File: src/rtl/mem_write_pkg.sv
// -----------------------------------------------------------------------------
// mem_write_pkg
//
// Shared definitions for the ToF-to-BRAM write sequencer:
//   DEF_N_SENS  default number of ToF sensors (one data-ready bit each)
//   DEF_ZONES   default number of zone words each sensor delivers per frame
//   DEF_IDX_W   default width of the sensor select, clog2(DEF_N_SENS)
//   state_t     two-state sequencer encoding (IDLE, WRITE)
//   wrap_inc    modulo increment used to advance the round-robin pointer
// -----------------------------------------------------------------------------
package mem_write_pkg;

  localparam int DEF_N_SENS = 8;
  localparam int DEF_ZONES  = 64;
  localparam int DEF_IDX_W  = 3;

  // IDLE waits for any pending sensor; WRITE is the single BRAM write cycle.
  typedef enum logic {
    IDLE  = 1'b0,
    WRITE = 1'b1
  } state_t;

  // Advance an index by one and wrap back to zero at n, so the
  // round-robin search always resumes just after the sensor last served.
  function automatic int wrap_inc(input int idx, input int n);
    return (idx + 1 >= n) ? 0 : idx + 1;
  endfunction

endpackage

File: src/rtl/rr_arbiter.sv
// -----------------------------------------------------------------------------
// rr_arbiter
//
// Purely combinational round-robin grant. Scans the pending vector upwards,
// modulo N_SENS, starting at the pointer position, and returns the first
// requesting sensor.
//
// Ports:
//   pending  in   N_SENS  one bit per sensor with a word waiting
//   pointer  in   IDX_W   first index to examine (last served + 1)
//   grant    out  IDX_W   index of the selected sensor (0 when none)
//   valid    out  1       high when at least one pending bit is set
// -----------------------------------------------------------------------------
module rr_arbiter
  import mem_write_pkg::*;
#(
  parameter int N_SENS = DEF_N_SENS,
  parameter int IDX_W  = DEF_IDX_W
) (
  input  logic [N_SENS-1:0] pending,
  input  logic [IDX_W-1:0]  pointer,
  output logic [IDX_W-1:0]  grant,
  output logic              valid
);

  logic [IDX_W-1:0] cand;

  // Walk every offset from the pointer; the first pending candidate wins
  // and later hits are ignored because valid is already set.
  always_comb begin
    grant = '0;
    valid = 1'b0;
    cand  = '0;
    for (int k = 0; k < N_SENS; k++) begin
      cand = IDX_W'((int'(pointer) + k) % N_SENS);
      if (!valid && pending[cand]) begin
        valid = 1'b1;
        grant = cand;
      end
    end
  end

endmodule

File: src/rtl/mem_write_fsm.sv
// -----------------------------------------------------------------------------
// mem_write_fsm
//
// Collects one-cycle data-ready pulses from N_SENS time-of-flight sensors,
// serialises them onto a single BRAM write port with a round-robin grant,
// and tracks how many zone words each sensor has delivered in the current
// frame. Once every sensor has delivered ZONES words a one-cycle
// all_data_written pulse is raised and the per-sensor counters restart.
//
// Ports:
//   clk               in   1       single clock, rising edge
//   reset             in   1       synchronous, active-high
//   ToF_dr            in   N_SENS  per-sensor "new zone word on the bus" pulse
//   ToF_Index         out  IDX_W   registered sensor select (data mux and
//                                  BRAM address MSBs)
//   wea               out  1       BRAM write enable, one cycle per word
//   all_data_written  out  1       one-cycle frame-complete pulse
//   overrun           out  1       sticky lost-word flag (only when the
//                                  MEM_WRITE_OVERRUN_FLAG_EN macro is defined)
//
// Build option:
//   MEM_WRITE_OVERRUN_FLAG_EN  adds the overrun output. Without it a pulse
//                              that arrives while the same sensor is still
//                              waiting is silently merged into that request.
// -----------------------------------------------------------------------------
module mem_write_fsm
  import mem_write_pkg::*;
#(
  parameter int N_SENS = DEF_N_SENS,
  parameter int ZONES  = DEF_ZONES,
  parameter int IDX_W  = DEF_IDX_W
) (
  input  logic              clk,
  input  logic              reset,
  input  logic [N_SENS-1:0] ToF_dr,
  output logic [IDX_W-1:0]  ToF_Index,
  output logic              wea,
  output logic              all_data_written
`ifdef MEM_WRITE_OVERRUN_FLAG_EN
  ,
  output logic              overrun
`endif
);

  localparam int CNT_W = $clog2(ZONES) + 1;

  state_t            state;
  state_t            state_next;
  logic              load_grant;

  logic [N_SENS-1:0] pending;
  logic [N_SENS-1:0] pending_next;
  logic [N_SENS-1:0] sel_mask;
  logic [N_SENS-1:0] clear_mask;

  logic [IDX_W-1:0]  rr_ptr;
  logic [IDX_W-1:0]  grant_idx;
  logic              grant_valid;

  logic [CNT_W-1:0]  cnt [N_SENS];
  logic [N_SENS-1:0] done;
  logic              write_active;
  logic              count_hit;
  logic              reaches_zones;
  logic              frame_done;

  // Round-robin selection among the sensors that currently hold a word.
  rr_arbiter #(
    .N_SENS (N_SENS),
    .IDX_W  (IDX_W)
  ) u_rr_arbiter (
    .pending (pending),
    .pointer (rr_ptr),
    .grant   (grant_idx),
    .valid   (grant_valid)
  );

  // Sequencer next state and write enable. A grant is only taken from IDLE,
  // so every write is followed by one IDLE cycle in which the arbiter sees
  // the cleared pending bit; that bounds throughput at one word per two
  // cycles but keeps ToF_Index stable across the whole WRITE cycle.
  always_comb begin
    state_next = state;
    load_grant = 1'b0;
    wea        = 1'b0;
    unique case (state)
      IDLE: begin
        if (grant_valid) begin
          state_next = WRITE;
          load_grant = 1'b1;
        end
      end
      WRITE: begin
        wea        = 1'b1;
        state_next = IDLE;
      end
      default: state_next = IDLE;
    endcase
  end

  // Pending bookkeeping. The bit for the sensor being written is released at
  // the end of its WRITE cycle; a fresh pulse in that very cycle re-arms it,
  // so the new word is queued rather than lost.
  always_comb begin
    write_active = (state == WRITE);
    sel_mask     = {{(N_SENS-1){1'b0}}, 1'b1} << ToF_Index;
    clear_mask   = write_active ? sel_mask : '0;
    pending_next = (pending & ~clear_mask) | ToF_dr;
  end

  // Frame accounting for the write now completing. Sensors that already hit
  // ZONES are written to memory but not counted again. The frame closes when
  // the word that brings the last outstanding sensor up to ZONES is written.
  always_comb begin
    count_hit     = write_active && !done[ToF_Index];
    reaches_zones = count_hit && (cnt[ToF_Index] == CNT_W'(ZONES - 1));
    frame_done    = reaches_zones && (&(done | sel_mask));
  end

  // State register, pending vector, sensor select and round-robin pointer.
  // The pointer moves only when a grant is taken, so the next search starts
  // one past the sensor that was just served.
  always_ff @(posedge clk) begin
    if (reset) begin
      state     <= IDLE;
      pending   <= '0;
      ToF_Index <= '0;
      rr_ptr    <= '0;
    end else begin
      state   <= state_next;
      pending <= pending_next;
      if (load_grant) begin
        ToF_Index <= grant_idx;
        rr_ptr    <= IDX_W'(wrap_inc(int'(grant_idx), N_SENS));
      end
    end
  end

  // Per-sensor word counters and completion flags. A counter stops at ZONES
  // because its done bit blocks further counting. On frame completion all
  // counters and flags restart together while the frame pulse is raised.
  // A WRITE cut short by reset never reaches the counting branch.
  always_ff @(posedge clk) begin
    if (reset) begin
      for (int i = 0; i < N_SENS; i++) begin
        cnt[i] <= '0;
      end
      done             <= '0;
      all_data_written <= 1'b0;
    end else begin
      all_data_written <= frame_done;
      if (frame_done) begin
        for (int i = 0; i < N_SENS; i++) begin
          cnt[i] <= '0;
        end
        done <= '0;
      end else if (count_hit) begin
        cnt[ToF_Index] <= cnt[ToF_Index] + CNT_W'(1);
        if (reaches_zones) begin
          done[ToF_Index] <= 1'b1;
        end
      end
    end
  end

`ifdef MEM_WRITE_OVERRUN_FLAG_EN
  logic [N_SENS-1:0] overrun_hits;

  // A pulse lands on a sensor whose previous word is still waiting and is
  // not being released this cycle: the earlier word gets overwritten on the
  // shared bus, so only one write results.
  always_comb begin
    overrun_hits = ToF_dr & pending & ~clear_mask;
  end

  // Sticky lost-word indicator, cleared only by reset.
  always_ff @(posedge clk) begin
    if (reset) begin
      overrun <= 1'b0;
    end else if (|overrun_hits) begin
      overrun <= 1'b1;
    end
  end
`endif

endmodule

File: config.mk
export PLATFORM = sky130hd
export DESIGN_NAME = mem_write_fsm
export DESIGN_NICKNAME = d
export VERILOG_FILES = /design/src/rtl/mem_write_pkg.sv /design/src/rtl/rr_arbiter.sv /design/src/rtl/mem_write_fsm.sv
export SDC_FILE = /design/constraint.sdc
export NUM_CORES = 1
export LEC_CHECK = 0
export BUFFER_PORTS_ARGS = -buffer_cell sky130_fd_sc_hd__buf_2
export CAP_MARGIN = 20
export CORE_ASPECT_RATIO = 0.8
export CORE_MARGIN = 2
export CORE_UTILIZATION = 29
export DETAILED_ROUTE_END_ITERATION = 6
export PLACE_DENSITY = 0.48
export SLEW_MARGIN = 20
export SYNTH_ARGS = -nofsm -noshare
export SYNTH_HDL_FRONTEND = slang
export SYNTH_SLANG_ARGS = --single-unit
File: constraint.sdc
create_clock -name clk -period 5.1 [get_ports clk]
set_input_delay 0 -clock clk [delete_from_list [all_inputs] [get_ports clk]]
set_output_delay 0 -clock clk [all_outputs]
set_load 0.01 [all_outputs]
# Word level (Yosys, flattened, before mapping)
# Memory sizes are Yosys's and may differ from the RTL's. A register that Yosys moved wholly into a read port is not among the register bits.
# Cells that the tools add are included.
[totals] register_bits=24 ramBits=56 in_bits=10 word_cells=130 memories=1
[memory_table] memory="cnt" words=8 word_bits=7 read_ports=1 rd_clocked_by_memory_dff=1 write_ports=8 line_no="mem_write_fsm.sv:60" source="logic [CNT_W-1:0] cnt [N_SENS];"
[op_classes] addsub=9 magnitude_cmp=11 n_eq_ne=1 n_shift=1 muxes=64 n_bitwise=14 n_reduce_logical=23
[op_table] cell="$mux 7" count=9
[op_table] cell="$lt 3x4->1 const B" count=9
[op_table] cell="$mux 3" count=12
[op_table] cell="$mux 1" count=31
[op_table] cell="$bmux 1 s3" count=9
[op_table] cell="$or 8x8->8" count=3
[op_table] cell="$add 3x3->3 const B" count=4
[op_table] cell="$logic_and 1x1->1" count=11
[op_table] cell="$and 8x8->8" count=1
[op_table] cell="$logic_not 1->1" count=8
[op_table] cell="$mux 8" count=1
[op_table] cell="$not 8->8" count=1
[op_table] cell="$or 1x1->1" count=8
[op_table] cell="$reduce_and 8->1" count=1
[op_table] cell="$shl 1x3->8 const A" count=1
[op_table] cell="$add 7x1->7 const B" count=1
[op_table] cell="$eq 7x6->1 const B" count=1
[op_table] cell="$reduce_or 7->1" count=1
[op_table] cell="$add 3x2->3 const B" count=2
[op_table] cell="$add 3x1->4 const B" count=1
[op_table] cell="$ge 4x4->1 const B" count=1
[op_table] cell="$add 3x1->3 const B" count=1
[op_table] cell="$demux 1 s3" count=1
[op_table] cell="$ge 3x1->1 const B" count=1
[op_table] cell="other kinds (4)" count=4

# Depth between registers and ports, before layout
[logic_depth] ltp_word=28 ltp_mapped=15

# Modules after synthesis
# Synthesis repeated with hierarchy kept, for this count alone.
[hier_totals] cells_unflattened=443 area_unflattened_um2=4997.3
[by_module_without_submodules] module="mem_write_fsm" n_inst=1 cells_each=328 area_each_um2=3935.0
[by_module_without_submodules] module="rr_arbiter" n_inst=1 cells_each=115 area_each_um2=1062.3

# Worst setup path before layout
# Ideal clock, no wire load.
[synth_path] path_type="reg-to-reg" start="register rr_ptr[1]" end="register rr_ptr[2]" setup_ns=0.074 t_arrival_ns=4.242 t_required_ns=5.026 path_slack_ns=0.783 path_stages_with_launch=16 n_path_buf=3 cell_sequence="dfxtp_1 -> clkbuf_1 -> clkbuf_1 -> inv_1 -> ha_1 -> clkbuf_1 -> mux4_2 -> mux2_2 -> a211o_1 -> a211oi_1 -> nand2_1 -> o41ai_1 -> nand2_1 -> ha_1 -> or4_1 -> o21ai_0"
[synth_via] elab_chain_cells=27
[synth_lines] item="start, declared" line_no="mem_write_fsm.sv:56" source="logic [IDX_W-1:0] rr_ptr;"
[synth_lines] item="start signal, assigned" line_no="mem_write_fsm.sv:134" source="rr_ptr <= IDX_W'(wrap_inc(int'(grant_idx), N_SENS));"
[synth_lines] item="branches (longest 23 deep; another with $add 3x1->3)"
[synth_lines] item="$mux 3 *" line_no="rr_arbiter.sv:36" source="if (!valid && pending[cand]) begin"
[synth_lines] item="net grant_idx[1]" line_no="mem_write_fsm.sv:57" source="logic [IDX_W-1:0] grant_idx;"
[synth_lines] item="$add 3x1->4 *" line_no="mem_write_pkg.sv:26" source="return (idx + 1 >= n) ? 0 : idx + 1;"
[synth_lines] item="$ge 4x4->1" line_no="mem_write_pkg.sv:26"
[synth_lines] item="$mux 3 *" line_no="mem_write_pkg.sv:26"
# Mark *: on every way through the listed nets, which the timed path passes. The select of a mux whose other input is x is not followed.
# A chain may end at the register's enable or synchronous reset.

==> results by group <==
Clocking
  – Clk pin slew, worst setup/hold paths: 0.06 ns
  – Clock latency on the worst-skew pair: between 0.3 and 0.4 ns
  – Clk root buf: clkbuf_16
  – Clock Sinks: between 80 and 90
  – Post-CTS resize count: 0
  – H-tree levels: 3
  – Num CTS Buffers: 9
  – Clock tree buffer depth: 2
  – CTS tree: done

Yosys
  – Sequential area share after synthesis: 0.482
  – Async SR Flop Fraction: 0
  – Largest area contributor in the netlist: edfxtp_1
  – Flops & latches, synth: 83
  – Share of the synthesized area in the top cell type: 0.365
  – Syn Area/Cell: 11.4 sq um
  – Top post-synthesis cells by count: nor2_1 (80), edfxtp_1 (56), nand2_1 (33)
  – Syn Inst Count: approximately 400
  – Post-Syn Nets: 418
  – Synth Flop Type: edfxtp_1
  – Number of flops mapped to enable cells by yosys: 56
  – Synth area leaders: edfxtp_1 (36%), dfxtp_1 (12%), mux4_2 (12%), nor2_1 (6.5%), mux2i_1 (3.0%)
  – Synth warnings: 0
  – Synthesized area: 4610 sq um
  – Most common cell in the netlist: nor2_1
  – Cell variety after synth: roughly 60

Worst setup path
  – Critical Setup Path Class: register to register
  – CP arrival: ~3.8 ns
  – CP dominant cell by count: a2111o_1
  – Startpoint Class: register
  – CP Buf/Inv Count: 2
  – CP endpoint kind: register
  – Required time of the worst setup path: between 5 and 6 ns
  – Crit-path cells: buf_4 > mux4_2 > mux2_2 > ha_1 > inv_1 > a2111o_1 > a2111o_1 > o41a_1 > and3_4 > nand3_4 > nand2_1
  – CP max FO: 10
  – CP max-delay cell: dfxtp_1
  – CP delay by family, top: simple AND/OR/NAND/NOR gates
  – Max incr delay on CP: roughly 0.56 ns

STA
  – Worst-Margin Slew: 1.03 ns
  – Final Max Slew Viols: 0
  – Final Skew: approximately 0.0063 ns
  – TNS Setup: 0 ns
  – Max_slew headroom: 0.306
  – Fin crit share: 0.741
  – RSZ-0062 raised after global routing: no
  – Hold_ws: about 0.014 ns
  – Fmax: roughly 0.26 GHz
  – Final WS setup: 1.32 ns
  – Final setup fails: 0
  – Final hold violations: 0
  – Final min period: 3.78 ns

Place
  – Post-Place Setup Slack: ~1.3 ns
  – Port Buffers: 14
  – HPWL Detailed: 8.24 mm
  – Final GP Congestion: slightly below 0.9

Global routing
  – Initial antenna violation count: 0
  – Number of global-route vias before repair: approximately 3,100
  – Largest net degree at the start of global routing: 22
  – GR Util All Layers: 0.140
  – Global-route wire length before repair: approximately 18 mm
  – Overflow after GRT: 0

Layout
  – Share of cells above drive strength 1: 0.195
  – Area growth syn-to-layout: 14.9%
  – Antenna cells: 0
  – # nets final: 439
  – Fillers: between 1,500 and 2,000

Run
  – Total of max-cap violations: 0

Die
  – Ports: 15
  – Horiz. Die Dim: approximately 140 um
  – Die Span Y: approximately 120 um
  – Starting density of the core: 0.295
  – CORE AREA: approximately 16,000 sq um
  – Die area: ~17,000 sq um
  – FP Rows: 41

Route
  – Iteration count of the initial detailed-routing pass: 4
  – Iteration-0 DRC Markers: about 240
  – Post-route ant nets: 0
  – Routed Wire Length: 11.2 mm
  – Routed length per instance: 17.4 um
  – Detailed-route via count: 3,285
  – DRC errors left: 0
  – Vias per cell: 5.09

Power and ir drop
  – Tot Pwr: 2.82 mW
  – Leakage: approximately 2.0 nW
  – Pwr dens: ~530 nW/um^2
  – Worst vdd ir: around 0.00017 V

Outcome
  – Status: finished, final reports clean

Hold path
  – Hold Path Class: input pin to register
-- layer usage --
| layer | vias to the layer above | part of all wire | track usage |
|---|---|---|---|
| met1 | 1625 | 0.52 | 0.218 |
| met2 | 96 | 0.41 | 0.194 |
| met5 | - | 0 | 0 |
| met4 | 0 | 0.014 | 0.0488 |
| met3 | 13 | 0.059 | 0.0227 |
| li1 | 1551 | - | - |
-- final timing paths --
check / slack [ns] / end / cells past startpoint / start
worst max-delay path: 1.32 / cnt[2][6] / 11 / register
worst min register to register: 0.50 / done[1] / 1 / done[1]
worst max register to register: 1.32 / cnt[2][6] / 11 / register
worst min-delay path: 0.01 / pending[2] / 2 / reset
-- final cells by class --
type	count	area, sq um	share of cell area
multi-input combinational	289	2240	0.423
clock inverter	7	83.8	0.0158
clock buffer	9	225	0.0426
timing repair buffer	30	210	0.0397
inverter	12	45.0	0.00851
sequential	83	2220	0.420
tap	215	269	0.0508
-- kinds of logic after synthesis --
logic type                 Yosys count  synth area share
adders and majority gates            4            0.0109
muxes                               50             0.187
DFF                                 83             0.482
buffers and inverters               32            0.0339
AOI/OAI and AO/OA                   64            0.0994
xor gates and xnor gates             9            0.0171
and+or+nand+nor                    162             0.170
-- flip-flops by register name (all words and copies together), names as in the netlist, named ones only --
| register | count |
|---|---|
| ToF_Index | 3 |
| all_data_written | 1 |
| pending | 8 |
| rr_ptr | 3 |
| cnt | 56 |
| state | 1 |
| done | 8 |
-- metrics by stage --
stage               std cells  cell area [sq um]   util
floorplan                 404               4610      -
global placement          621               4900  0.313
detailed placement        621               4900  0.313
CTS                       645               5290  0.338
global route              645               5290  0.338
finish                    645               5290  0.338
-- placed cells by master, fill, tap and decap left out, types with 3 or more instances in the layout --
master / n
nor2_1: 80
edfxtp_1: 56
nand2_1: 33
dfxtp_1: 27
mux4_2: 24
a21oi_1: 15
mux2i_1: 14
buf_2: 14
inv_1: 12
mux2_2: 9
o21a_1: 9
clkbuf_16: 9
nor2b_1: 8
dlygate4sd3_1: 8
buf_4: 8
nor3_1: 7
nand2_4: 7
nand3_1: 6
o21ai_0: 6
a21o_1: 5
xor2_1: 5
nand2b_1: 4
ha_1: 4
a211oi_1: 3
xnor2_1: 3
o32ai_1: 3
mux4_1: 3
-- report_power, final --
group	internal (mW)	leakage (nW)	switching, mW
combinational	0.516	1.02	0.734
sequential	0.797	0.802	0.105
clock	0.388	0.149	0.284
total	1.70	1.97	1.12
-- what timing repair did --
action,CTS,global route
buffers inserted,0,0
endpoints found under the hold margin,8,0
hold buffers,8,0
No activity file was read; power rests on OpenSTA's default activity.
